$ cat config.mk
export PLATFORM = sky130hd
export DESIGN_NAME = seg7_scan_driver
export DESIGN_NICKNAME = d
export VERILOG_FILES = /design/src/rtl/seg7_pkg.sv /design/src/rtl/seg7_glyph.sv /design/src/rtl/seg7_scan_driver.sv
export SDC_FILE = /design/constraint.sdc
export NUM_CORES = 1
export LEC_CHECK = 0
export CAP_MARGIN = 20
export CORE_ASPECT_RATIO = 0.75
export CORE_MARGIN = 5
export CORE_UTILIZATION = 52
export CTS_CLUSTER_DIAMETER = 30
export DETAILED_ROUTE_END_ITERATION = 6
export GPL_TIMING_DRIVEN = 0
export PLACE_DENSITY_LB_ADDON = 0.05
export REMOVE_ABC_BUFFERS = 1
export SYNTH_ARGS = -nofsm -noshare
export SYNTH_HDL_FRONTEND = slang
export SYNTH_SLANG_ARGS = --single-unit
$ cat constraint.sdc
create_clock -name clk -period 2.8 [get_ports clk]
set_input_delay 0.28 -clock clk [delete_from_list [all_inputs] [get_ports clk]]
set_output_delay 0.28 -clock clk [all_outputs]
set_load 0.01 [all_outputs]
$ cat src/rtl/seg7_pkg.sv
// Shared definitions for the seven-segment scan driver: glyph constants and FSM states.
package seg7_pkg;

    typedef enum logic [1:0] {
        IDLE,
        HEX,
        DEC,
        COMMIT
    } state_e;

    // Segment order is a..g from left to right, active-low.
    localparam logic [0:6] GLYPH_BLANK = 7'b1111111;
    localparam logic [0:6] GLYPH_DASH  = 7'b1111110;

    localparam logic [0:6] GLYPH_HEX [16] = '{
        7'b0000001, 7'b1001111, 7'b0010010, 7'b0000110,
        7'b1001100, 7'b0100100, 7'b0100000, 7'b0001111,
        7'b0000000, 7'b0000100, 7'b0001000, 7'b1100000,
        7'b0110001, 7'b1000010, 7'b0110000, 7'b0111000
    };

endpackage

$ cat src/rtl/seg7_glyph.sv
// Nibble to active-low segment decoder; dash overrides blank, blank overrides the nibble.
module seg7_glyph
    import seg7_pkg::*;
(
    input  logic [3:0] nib,
    input  logic       blank,
    input  logic       dash,
    output logic [0:6] seg
);

    always_comb begin
        seg = GLYPH_HEX[nib];
        if (blank) seg = GLYPH_BLANK;
        if (dash)  seg = GLYPH_DASH;
    end

endmodule

$ cat src/rtl/seg7_scan_driver.sv
// Multiplexed seven-segment driver: latches a value, converts it to hex or BCD digits,
// commits the result atomically and scans the digits with registered outputs.
module seg7_scan_driver
    import seg7_pkg::*;
#(
    parameter int DIGITS      = 4,
    parameter int DATA_W      = 16,
    parameter int REFRESH_DIV = 50000
) (
    input  logic              clk,
    input  logic              rst,
    input  logic              load,
    input  logic [DATA_W-1:0] value,
    input  logic              mode,
    input  logic [DIGITS-1:0] dp,
    input  logic              blank_lz,
    output logic              busy,
    output logic [0:6]        disp,
    output logic              dp_n,
    output logic [DIGITS-1:0] an
);

    localparam int BCD_W = 4 * DIGITS;
    localparam int EXT_W = (DATA_W > BCD_W) ? DATA_W : BCD_W;
    localparam int CNT_W = $clog2(DATA_W);
    localparam int IDX_W = (DIGITS > 1) ? $clog2(DIGITS) : 1;
    localparam int PRE_W = $clog2(REFRESH_DIV);

    state_e                   state_q, state_d;
    logic [DATA_W-1:0]        val_q, val_d;
    logic [BCD_W-1:0]         bcd_q, bcd_d;
    logic [CNT_W-1:0]         cnt_q, cnt_d;
    logic                     ovf_q, ovf_d;
    logic [DIGITS-1:0]        dpc_q, dpc_d;
    logic                     blz_q, blz_d;
    logic [DIGITS-1:0][3:0]   dig_q, dig_d;
    logic [DIGITS-1:0]        blank_q, blank_d;
    logic [DIGITS-1:0]        dpr_q, dpr_d;
    logic                     dovf_q, dovf_d;
    logic [PRE_W-1:0]         pre_q, pre_d;
    logic [IDX_W-1:0]         idx_q, idx_d;
    logic [0:6]               disp_q, disp_d;
    logic                     dpn_q, dpn_d;
    logic [DIGITS-1:0]        an_q, an_d;

    logic [EXT_W-1:0]         val_ext;
    logic [BCD_W-1:0]         adj;
    logic [DIGITS-1:0]        lz_blank;
    logic                     seen_nz;
    logic [0:6]               glyph;

    function automatic logic [BCD_W-1:0] dabble_adjust(input logic [BCD_W-1:0] b);
        logic [BCD_W-1:0] r;
        r = b;
        for (int i = 0; i < DIGITS; i++) begin
            if (b[4*i +: 4] >= 4'd5) r[4*i +: 4] = b[4*i +: 4] + 4'd3;
        end
        return r;
    endfunction

    assign val_ext = EXT_W'(val_q);
    assign adj     = dabble_adjust(bcd_q);

    // Digits above the most significant nonzero digit are leading zeros; digit 0 always shows.
    always_comb begin
        seen_nz  = 1'b0;
        lz_blank = '0;
        for (int i = DIGITS - 1; i >= 1; i--) begin
            if (bcd_q[4*i +: 4] != 4'd0) seen_nz = 1'b1;
            lz_blank[i] = blz_q & ~ovf_q & ~seen_nz;
        end
    end

    always_comb begin
        state_d = state_q;
        val_d   = val_q;
        bcd_d   = bcd_q;
        cnt_d   = cnt_q;
        ovf_d   = ovf_q;
        dpc_d   = dpc_q;
        blz_d   = blz_q;
        dig_d   = dig_q;
        blank_d = blank_q;
        dpr_d   = dpr_q;
        dovf_d  = dovf_q;
        case (state_q)
            IDLE: begin
                if (load) begin
                    val_d   = value;
                    dpc_d   = dp;
                    blz_d   = blank_lz;
                    bcd_d   = '0;
                    cnt_d   = '0;
                    ovf_d   = 1'b0;
                    state_d = mode ? DEC : HEX;
                end
            end
            HEX: begin
                bcd_d   = val_ext[BCD_W-1:0];
                ovf_d   = (val_ext > EXT_W'({BCD_W{1'b1}}));
                state_d = COMMIT;
            end
            DEC: begin
                // A carry out of the top BCD digit means the value needs more digits.
                bcd_d = {adj[BCD_W-2:0], val_q[DATA_W-1]};
                ovf_d = ovf_q | adj[BCD_W-1];
                val_d = val_q << 1;
                cnt_d = cnt_q + CNT_W'(1);
                if (cnt_q == CNT_W'(DATA_W - 1)) state_d = COMMIT;
            end
            COMMIT: begin
                dig_d   = bcd_q;
                dpr_d   = dpc_q;
                dovf_d  = ovf_q;
                blank_d = lz_blank;
                state_d = IDLE;
            end
            default: state_d = IDLE;
        endcase
    end

    seg7_glyph u_glyph (
        .nib   (dig_q[idx_q]),
        .blank (blank_q[idx_q]),
        .dash  (dovf_q),
        .seg   (glyph)
    );

    always_comb begin
        pre_d = pre_q + PRE_W'(1);
        idx_d = idx_q;
        if (pre_q == PRE_W'(REFRESH_DIV - 1)) begin
            pre_d = '0;
            idx_d = (idx_q == IDX_W'(DIGITS - 1)) ? '0 : idx_q + IDX_W'(1);
        end
        an_d   = ~(DIGITS'(1) << idx_q);
        disp_d = glyph;
        dpn_d  = ~dpr_q[idx_q];
    end

    always_ff @(posedge clk or posedge rst) begin
        if (rst) begin
            state_q <= IDLE;
            dig_q   <= '0;
            blank_q <= '1;
            dpr_q   <= '0;
            dovf_q  <= 1'b0;
            pre_q   <= '0;
            idx_q   <= '0;
            disp_q  <= GLYPH_BLANK;
            dpn_q   <= 1'b1;
            an_q    <= '1;
        end else begin
            state_q <= state_d;
            dig_q   <= dig_d;
            blank_q <= blank_d;
            dpr_q   <= dpr_d;
            dovf_q  <= dovf_d;
            pre_q   <= pre_d;
            idx_q   <= idx_d;
            disp_q  <= disp_d;
            dpn_q   <= dpn_d;
            an_q    <= an_d;
        end
    end

    // Conversion datapath is always initialised on load accept, so it carries no reset.
    always_ff @(posedge clk) begin
        val_q <= val_d;
        bcd_q <= bcd_d;
        cnt_q <= cnt_d;
        ovf_q <= ovf_d;
        dpc_q <= dpc_d;
        blz_q <= blz_d;
    end

    assign busy = (state_q != IDLE);
    assign disp = disp_q;
    assign dp_n = dpn_q;
    assign an   = an_q;

endmodule

Yosys cells after proc, flatten, opt, wreduce, memory -nomap -nowiden:

Memories as Yosys holds them, arrays and structs flattened.
Index checks and enable logic that the tools add are counted.
Widths: inputs -> output; s select.

* bits of input ports: 25
* register bits: 99
* word-level logic and storage cells: 97
* RAM bits: 0
* bits in read-only memories: 112
* bits in latches: 0
* output and inout port bits: 13
* memories kept: 1

Memories
* (no name shown): depth 16, bits a word 7, read ports 1, clocked after Yosys merged registers in 0, wr ports 0, RTL line seg7_glyph.sv:12 `seg = GLYPH_HEX[nib];`

* bitwise operators: 12
* muxes and demuxes: 31
* reductions and logical operators: 11
* multipliers: 0
* magnitude comparators: 7
* add/sub/neg operators: 7
* divide/modulo/power cells: 0
* equal/unequal tests: 8
* shift operators: 1

Operators with widths (count)
* $mux 16: 3
* $pmux 16 s3: 1
* $pmux 16 s2: 1
* $mux 7: 4
* $mux 4: 6
* $add 16x1->16 const B: 1
* $add 4x2->4 const B: 4
* $eq 16x16->1 const B: 1
* $ge 4x3->1 const B: 4
* $gt 16x16->1 const B: 1
* $reduce_bool 4->1: 3
* $bmux 4 s2: 1
* $mux 2: 4
* $pmux 2 s4: 1
* $pmux 4 s2: 1
* $reduce_and 2->1: 4
* $eq 2x2->1 const B: 3
* $mux 1: 6
* $ge 5x5->1 const B: 1
* $not 1->1: 5
* $not 4->5: 1
* $add 4x1->4 const B: 1
* $and 1x1->1: 4
* $bmux 1 s2: 2
* other kinds (12): 14

Depth between registers and ports, before layout:

Gate-level depths: netlist of run 1.

* depth in word-level cells: 8
* mapped depth: 9
* gate-level depth less buffers: 8

By module:

A second synthesis of run 1 with hierarchy kept.

* cell total of the unflattened synthesis: 392
* area total of the unflattened synthesis: 4948.5 µm²

Modules (own cells, without submodules)
* seg7_scan_driver: cells an instance 350, area each 4608.2 µm², seq. area each 2707.6 µm², times used 1
* seg7_glyph: cells an instance 42, area each 340.3 µm², seq. area each 0.0 µm², times used 1

Worst setup path before layout of run 1:

No wires, ideal clock.

* path kind: register to register
* from: register state_q[0]
* to: register cnt_q[0] (enable)
* clock period less this slack: 2.703 ns
* library setup time: 0.425 ns
* arrival time: 2.278 ns
* required time: 2.375 ns
* slack: 0.097 ns
* cell stages (with the launch flop): 5
* path buffers: 0
* path through: dfrtp_1 inv_1 ha_1 inv_1 o21ai_0

* cells in the longest elaborated chain, start to end: 3
* elaborated cells on any way between the ends: 5
* those cells by class: 2 x eq/ne; 3 x reduce/logical

RTL lines
* start, declared: RTL line seg7_scan_driver.sv:29 `state_e state_q, state_d;`
* start signal, assigned: RTL line seg7_scan_driver.sv:154 `state_q <= state_d;`
* $eq 2x2->1 or $logic_not 2->1 (tied branches): RTL line seg7_scan_driver.sv:86 `case (state_q)`
* $reduce_bool 2->1 (no source line) or $ne 2x2->1 (tied branches)
* $reduce_and 2->1 (no source line) (*)
* end signal, assigned: RTL line seg7_scan_driver.sv:171 `cnt_q <= cnt_d;`
* end, declared: RTL line seg7_scan_driver.sv:32 `logic [CNT_W-1:0] cnt_q, cnt_d;`

Every way passes the cells marked *; elsewhere a longest branch is shown, timed or not.
A chain may end at the register's enable or synchronous reset.

Worst setup path in the final report of run 1:

* from: register idx_q[1]
* to: register disp_q (netlist bit disp[3])

* cells in the longest elaborated chain, start to end: 8
* elaborated cells on any way between the ends: 10
* those cells by class: 8 x mux; 1 x bitwise; 1 x memory

RTL lines
* start, declared: RTL line seg7_scan_driver.sv:41 `logic [IDX_W-1:0] idx_q, idx_d;`
* start signal, assigned: RTL line seg7_scan_driver.sv:160 `idx_q <= idx_d;`
* $bmux 4 s2: RTL line seg7_scan_driver.sv:123 `.nib (dig_q[idx_q]),`
* $mux 4 (implied by the code): RTL line seg7_scan_driver.sv:123
* $not 4->5 (implied by the code): RTL line seg7_glyph.sv:12
* $mem_v2 16x7
* $mux 7 (implied by the code) (2 in series): RTL line seg7_glyph.sv:12
* $mux 7 (*): RTL line seg7_glyph.sv:13 `if (blank) seg = GLYPH_BLANK;`
* $mux 7 (*): RTL line seg7_glyph.sv:14 `if (dash) seg = GLYPH_DASH;`
* via disp_d, one bit: RTL line seg7_scan_driver.sv:42 `logic [0:6] disp_q, disp_d;`
* end signal, assigned: RTL line seg7_scan_driver.sv:161 `disp_q <= disp_d;`
* end, declared: RTL line seg7_scan_driver.sv:42

Mark *: on every way through the listed nets, which the timed path passes. The rest lies on a longest branch. The select of a mux whose other input is x is not followed.

==> results of run 1 <==
worst max-delay path: cells and delay by family (launching register included):
kind	cells	cell delay, ns
and+or+nand+nor	2	0.20
buffers and inverters	1	0.16
muxes	2	1.02
DFF	1	0.62
AOI/OAI and AO/OA	1	0.05
adders and majority gates	1	0.24
Yosys cell counts (4+ instances only):
| library cell | number | area (um2) |
|---|---|---|
| a22oi_1 | 6 | 45.04 |
| a21boi_0 | 4 | 30.03 |
| dfstp_2 | 16 | 420.4 |
| mux2_2 | 41 | 461.7 |
| nand2b_1 | 9 | 56.30 |
| nor2_1 | 21 | 78.83 |
| nor2b_1 | 16 | 100.1 |
| a21o_1 | 5 | 37.54 |
| edfxtp_1 | 42 | 1261 |
| ha_1 | 27 | 337.8 |
| inv_1 | 28 | 105.1 |
| a21oi_1 | 9 | 45.04 |
| xor2_1 | 6 | 52.55 |
| dfrtp_1 | 41 | 1026 |
| nor3b_1 | 5 | 37.54 |
| nand3_1 | 12 | 60.06 |
| nand2_1 | 29 | 108.9 |
| clkbuf_1 | 8 | 30.03 |
| o21ai_0 | 12 | 60.06 |
| o211ai_1 | 6 | 45.04 |
| xnor2_1 | 10 | 87.58 |
| a2bb2oi_1 | 6 | 52.55 |
placed cells by master, fill, tap and decap left out, types with 10 or more instances in the layout:
master           synthesis  final
nand3_1                 12     12
inv_1                   28     27
mux2_2                  41     41
nor2_1                  21     21
ha_1                    27     27
clkdlybuf4s50_1          0     37
dfstp_2                 16     16
o21ai_0                 12     11
edfxtp_1                42     42
nand2_1                 29     29
dfrtp_1                 41     41
xnor2_1                 10     10
nor2b_1                 16     16
stage by stage:
step | setup slack (ns) | utilization | TNS, ns | hold WS, ns
after floorplan | -0.6231 | - | -12.46 | 0.3789
after global placement | -1.889 | 0.5869 | -37.73 | 0.4094
after detailed placement | 0.4249 | 0.5928 | 0 | 0.4146
after CTS | 0.4206 | 0.6239 | 0 | 0.1993
after global routing | 0.2877 | 0.6269 | 0 | 0.2277
final | 0.4524 | 0.6269 | 0 | 0.1979
state kept, by name, indices dropped and copies added (netlist names), 2 cells and up:
| register | count |
|---|---|
| blank_q | 4 |
| dig_q | 16 |
| idx_q | 2 |
| bcd_q | 16 |
| an | 4 |
| cnt_q | 4 |
| val_ext | 16 |
| pre_q | 16 |
| dpc_q | 4 |
| dpr_q | 4 |
| disp | 7 |
| state_q | 2 |
per-layer routing:
metal	track usage	vias to the layer above	routed length, um
met2	0.2447	48	3841
met1	0.2313	1507	4460
met4	0.05405	0	121
li1	-	1504	-
met5	0	-	0
met3	0.04371	12	315
cells by family (layout without fill, tap and decap cells):
group	after synthesis	count (layout)	synth area share
buffers and inverters	44	85	0.04010
adders and majority gates	27	27	0.06810
AOI/OAI and AO/OA	60	60	0.08248
DFF	99	99	0.5458
muxes	49	49	0.1241
and+or+nand+nor	107	107	0.1112
xor gates and xnor gates	16	16	0.02825
power by group:
part           leakage [nW]  internal [mW]  switching, mW
Sequential             1.09           2.30          0.372
Combinational          1.07           1.23           1.29
Clock                 0.135          0.618          0.564
Total                  2.30           4.16           2.22
cell type report:
type,count,area [um2]
repair buffers,41,447.9
fillers,722,3431
well taps,128,160.2
clock inverters,7,61.31
flip-flops and latches,99,2708
clock buffers,9,225.2
inverters,28,105.1
multi-input cells,259,2058
how the worst min path moves through the flow:
stage | start | end | slack, ns
after floorplan | blank_lz | blz_q | 0.38
after global routing | rst | dig_q[3] | 0.23
after global placement | dovf_q | disp[6] | 0.41
after detailed placement | dovf_q | disp[6] | 0.41
final | rst | dig_q[2] | 0.20
after CTS | rst | dig_q[2] | 0.20
==> out/qor.csv, run 1 <==
metric,value,unit
total_power,6.379,mW
final.period_utilization,0.8384,
yosys_register_bits,99,
ys_seq_area_frac,0.5458,
synth.distinct_cells,45,
setup_viol,0,
max_stage_delay,0.76,ns
cp.required,3.09,ns
rsz0062_at_grt,false,
reg2reg_from,idx_q[1],
grt_pass1_vias,3046,
synthCells,402,
crit_slowest_cell,mux4_1,
hold_viol,0,
cp-startpoint,idx_q[1],
fin_nets,490,
grt_pass1_wl,14680,um
wl_per_cell,15.30,um
io_pins,38,
coreArea,9196,um2
grt_overflow,0,
postPlaceCellArea,5451,um2
final_max_slew_viol_count,0,
cts_buffers,9,
worstMarginPinSlew,0.7656,ns
clk_latency,0.35,ns
drtPass1Iterations,4,
die_h,94.59,um
max-vdd-ir-drop,1034,uV
netlist_area,4961,um2
fp.dieW,122.8,um
drc,0,
crit_path_end_kind,flip-flop,
cts_setup_buffers,0,
max_slew_margin,0.4884,
synth_ff_type,edfxtp_1,
drt_iter0_markers,161,
viasPerCell,5.378,
vias,3071,
status,"complete, no violations",
fin_area,5766,um2
hold_class,input pin to asynchronous set/reset pin,
grt_max_degree,45,
num_rows,30,
critPathLaunchType,flip-flop,
drv_cap,0,
final_cells,571,
ant_nets,0,
cp_cell_sequence,"mux4_1, inv_1, ha_1, nor2_1, a21oi_1, mux2_2, nand2_1",
track_usage,0.1633,
setup.worst_path.end,disp[3],
cts_tree,yes,
skew,0.004521,ns
cellPowerDensity,1106,nW/um2
cts_resized,0,
antenna_found_initial,0,
drt_wl_total,8739,um
yosys_warnings,0,
synth_edf_count,42,
syn_to_final_growth,16.22,%
h-tree-depth,3,
cp_max_fo,10,
dp_cells,554,
io_buffers,37,
ff2ff_setup_slack,0.45,ns
n_antenna_cell,0,
r2r_cells,7,
dp_hpwl,6192,um
drive_gt1_frac,0.1851,
crit_type,flip-flop to flip-flop,
async_flop_share,0.5758,
clock_path_buffers,2,
max_freq,426.0,MHz
reg2reg_to,disp[3],
worst_ep_arrival_time,2.64,ns
cts_hold_buf,0,
leakage,2.298,nW
die_area,11610,um2
start_util,0.5395,
clk_pin_slew,0.07,ns
gp_congestion,0.7740,
period_minus_slack,2.348,ns
synth_area_per_cell,12.34,um2
root_buffer,clkbuf_16,
cts_sinks,99,
(Power assumes the default switching activity.)
==> inputs of run 2 (changes only) <==
Clock period 2.8 ns to 2.1 ns, I/O delays scaled along.
==> run 2 against run 1 <==
  * Count of clock-buffer cells in the layout stayed put
  * Register-to-register slack worse by 0.38 ns
  * Cell area is 0.52% higher
  * Setup slack worse by 0.38 ns
  * Utilization is 0.33 points higher
  * Worst hold slack worse by 0.069 ns
  * Global-route usage stayed put
  * Clock skew hardly changed
  * Sequential share of layout area is 0.20 points lower
==> out/qor.csv, run 2 (synthesis gave the netlist of run 1 again) <==
metric,value,unit
fin_hold_ws,0.1291,ns
hold_class,input pin to asynchronous set/reset pin,
grt_max_degree,45,
timing.setup.tns,0,ns
max-vdd-ir-drop,1516,uV
fin_ws,0.07398,ns
skew,0.004631,ns
hold_viol,0,
grt_pass1_vias,3049,
track_usage,0.1633,
io_pins,38,
viasPerCell,5.314,
final_max_slew_viol_count,0,
rsz0062_at_grt,true,
drt_wl_total,8762,um
final_cell_mix,"edfxtp_1, mux2_2, dfrtp_1, clkdlybuf4s50_1, nand2_1",
cts_sinks,99,
dp_cells,554,
cellPowerDensity,1462,nW/um2
cp.required,2.15,ns
fp.dieW,122.8,um
drive_gt1_frac,0.2183,
worstMarginPinSlew,0.6335,ns
drt_iter0_markers,159,
vias,3066,
fin_nets,496,
final_util,0.6302,
cp_max_fo,17,
root_buffer,clkbuf_16,
ant_nets,0,
gp_congestion,0.7740,
die_h,94.59,um
clock_path_buffers,2,
layout_commonest_cell,edfxtp_1,
drv_cap,0,
num_rows,30,
final.period_utilization,0.9648,
drc,0,
io_buffers,37,
dp_hpwl,6192,um
cts_tree,yes,
setup_viol,0,
worst_ep_arrival_time,2.08,ns
start_util,0.5395,
cts_hold_buf,0,
h-tree-depth,3,
crit_path_end_kind,flip-flop,
crit_type,flip-flop to flip-flop,
antenna_found_initial,0,
final_cells,577,
critPathLaunchType,flip-flop,
max_slew_margin,0.5777,
wl_per_cell,15.19,um
coreArea,9196,um2
total_power,8.476,mW
clk_latency,0.35,ns
max_freq,493.6,MHz
drtPass1Iterations,6,
leakage,2.306,nW
grt_overflow,0,
die_area,11610,um2
status,"complete, no violations",
postPlaceCellArea,5451,um2
cts_buffers,9,
n_antenna_cell,0,
grt_pass1_wl,14680,um
clk_pin_slew,0.07,ns
pre_cts_ws,-0.2751,ns
fin_area,5796,um2
period_minus_slack,2.026,ns
syn_to_final_growth,16.82,%
==> run 2: worst paths after layout <==
kind / from / end / slack [ns] / depth (start not counted)
min in group clk: dp[1] / dpc_q[1] / 0.41 / 1
max in group asynchronous: rst / dp_n / 1.39 / 3
worst max-delay path: state_q[0] / val_ext[4] / 0.07 / 5
worst min register to register: dovf_q / disp[6] / 0.42 / 1
worst max register to register: state_q[0] / val_ext[4] / 0.07 / 5
worst min-delay path: rst / dig_q[2] / 0.13 / 2
==> run 2: area by class of cell <==
class                           count  area (um2)
Clock buffer                        9       225.2
Clock inverter                      7       61.31
Fill cell                         721        3401
Inverter                           28       105.1
Multi-Input combinational cell    259        2061
Sequential cell                    99        2710
Tap cell                          128       160.2
Timing Repair Buffer               47       473.0
==> run 2: critical path: stages, from the launching register on <==
cell and delay, ns:
dfrtp_1 0.40, inv_1 0.11, ha_2 0.39, inv_1 0.27
o21ai_2 0.32, buf_8 0.22
==> run 2: power by group <==
group | switching [mW] | internal, mW
logic | 1.71 | 1.62
registers | 0.499 | 3.07
clock network | 0.753 | 0.824
==> run 2: timing repair <==
| item | in CTS | in global routing |
|---|---|---|
| setup buffers | 0 | 7 |
| endpoints found under the setup margin | 42 | 36 |
| resized for setup | 9 | 1 |
| endpoints found under the hold margin | 0 | 0 |
==> run 2: layer usage <==
metal / up-vias / wire, um / global-route usage
met5: - / 0 / 0
met4: 0 / 130 / 0.05405
met3: 12 / 403 / 0.04371
met2: 57 / 3826 / 0.2447
met1: 1480 / 4402 / 0.2313
li1: 1517 / - / -
==> inputs of run 3 (changes only) <==
Settings changed: CORE_MARGIN 5 to unset, SYNTH_HIERARCHICAL set to 1.
==> run 3 against run 2 <==
  * Worst hold slack gained 0.054 ns
  * Critical path depth is 1 higher
  * Maximum frequency is 3.6% higher
  * Critical path type unchanged
  * First-iteration DRC count increased by 21%
  * Combinational power down 6%
  * Power decreased by 2.2%
  * Setup slack better by 0.070 ns
  * Largest power group unchanged
  * Final cell count shrank 1.6%
  * Sequential cell count unchanged
==> out/qor.csv, run 3 <==
metric,value,unit
dp_hpwl,6037,um
gp_congestion,0.7538,
n_antenna_cell,0,
antenna_found_initial,0,
busiest_layer,met2,
cp-startpoint,idx_q[0],
yosysMostFrequentCell,edfxtp_1,
synth_commonest_cells,"edfxtp_1, dfrtp_1, mux2_2",
cp.required,2.37,ns
synth.distinct_cells,55,
synth_edf_count,42,
grt_overflow,0,
status,"complete, no violations",
io_buffers,37,
drc,0,
cp_cell_sequence,"mux4_2, inv_1, ha_1, nor2b_1, a211oi_1, o21ai_1",
crit_type,flip-flop to flip-flop,
max_stage_delay,0.60,ns
ff2ff_setup_slack,0.14,ns
cts_hold_buf,0,
synthTopCellsByArea,"edfxtp_1, dfrtp_1, mux2_2, dfstp_2, ha_1",
wl_per_cell,15.49,um
yosys_register_bits,99,
layout_commonest_cell,edfxtp_1,
drt_wl_total,8797,um
cts_sinks,99,
max_freq,511.2,MHz
synth_ff_type,edfxtp_1,
vias,3002,
hold_class,input pin to asynchronous set/reset pin,
clk_latency,0.34,ns
period_minus_slack,1.956,ns
drtPass1Iterations,4,
fp.dieW,114.6,um
final.period_utilization,0.9315,
total_power,8.289,mW
crit_path_end_kind,flip-flop,
netlist_area,4948,um2
reg2reg_from,idx_q[0],
final_cell_mix,"edfxtp_1, mux2_2, dfrtp_1, clkdlybuf4s50_1, inv_1",
grt_max_degree,40,
cts_tree,yes,
grt_util_met1,0.2780,
cp_max_fo,6,
syn_to_final_growth,17.19,%
die_area,9915,um2
synth.top_cell.area_share,0.2549,
final_max_slew_viol_count,0,
root_buffer,clkbuf_16,
use_met3,0.05105,
synthCells,392,
drt_iter0_markers,193,
rsz0062_at_grt,false,
cellPowerDensity,1429,nW/um2
critPathLaunchType,flip-flop,
drive_gt1_frac,0.2432,
r2r_cells,6,
yosysTopAreaCell,edfxtp_1,
ant_nets,0,
viasPerCell,5.285,
grt_pass1_vias,2957,
max_slew_margin,0.6582,
clk_pin_slew,0.07,ns
skew,0.006314,ns
num_rows,30,
synth_area_per_cell,12.62,um2
die_h,86.48,um
cts_buffers,9,
track_usage,0.1972,
coreArea,9159,um2
setup_viol,0,
io_pins,38,
yosys_warnings,6,
hold_viol,0,
grtUsageMet2,0.2986,
timing.setup.tns,0,ns
h-tree-depth,3,
start_util,0.5403,
fin_nets,488,
clock_path_buffers,2,
worstMarginPinSlew,0.5108,ns
crit_slowest_cell,mux4_2,
worst_ep_arrival_time,2.23,ns
leakage,2.278,nW
max-vdd-ir-drop,1022,uV
async_flop_share,0.5758,
drv_cap,0,
ys_seq_area_frac,0.5472,
grt_pass1_wl,14700,um
-- run 3: cells by family after synthesis --
kind of cell,count (synthesis),share of synthesized area
flip-flops,99,0.5472
AND/OR/NAND/NOR,98,0.1120
XOR/XNOR,19,0.03363
buffers and inverters,44,0.04045
AO/OA/AOI/OAI,57,0.07611
multiplexers,47,0.1198
adder cells (fa/ha/maj),28,0.07080
-- run 3: timing repair --
action,CTS,global route
pin swaps,0,1
setup buffers,0,7
setup endpoints to repair,42,50
gates cloned,0,0
resized for setup,3,8
-- run 3: critical path, delay by kind of cell (launching register included) --
kind / cells / cell delay (ns)
adders and majority gates: 1 / 0.21
muxes: 1 / 0.60
AOI/OAI and AO/OA: 2 / 0.23
DFF: 1 / 0.44
buffers and inverters: 1 / 0.17
and+or+nand+nor: 1 / 0.23
-- run 3: layout make-up --
class,count,area [um2]
well taps,128,160.2
fillers,759,3359
repair buffers,46,457.9
clock inverters,4,22.52
inverters,30,112.6
flip-flops and latches,99,2713
multi-input cells,249,2076
clock buffers,12,257.7
-- run 3: per-stage QoR --
step	cell area [um2]	setup slack, ns	hold slack (ns)	std cells	util
detailed placement	5430	-0.4790	0.4487	545	0.5929
floorplan	4861	-1.054	0.3089	378	-
finish	5799	0.1438	0.1831	568	0.6332
global route	5799	0.02415	0.2115	568	0.6332
global placement	5391	-1.950	0.4384	543	0.5887
CTS	5717	-0.1122	0.1842	561	0.6242
-- run 3: path summary, 6_finish.rpt --
kind	to
max in group asynchronous	dp_n
worst max register to register	disp[3]
min in group clk	dpc_q[0]
worst min-delay path	dig_q[6]
worst max-delay path	disp[3]
worst min register to register	disp[6]
-- run 3: power by group --
group | leakage (nW) | total [mW] | internal, mW | switching (mW)
registers | 1.09 | 3.58 | 3.08 | 0.504
clock network | 0.136 | 1.56 | 0.871 | 0.692
logic | 1.05 | 3.14 | 1.49 | 1.65
total | 2.28 | 8.29 | 5.44 | 2.85
-- run 3: per-layer routing --
| metal | wire, um | vias to the layer above |
|---|---|---|
| met2 | 3932 | 48 |
| met4 | 102 | 0 |
| li1 | - | 1477 |
| met3 | 328 | 8 |
| met5 | 0 | - |
| met1 | 4434 | 1469 |
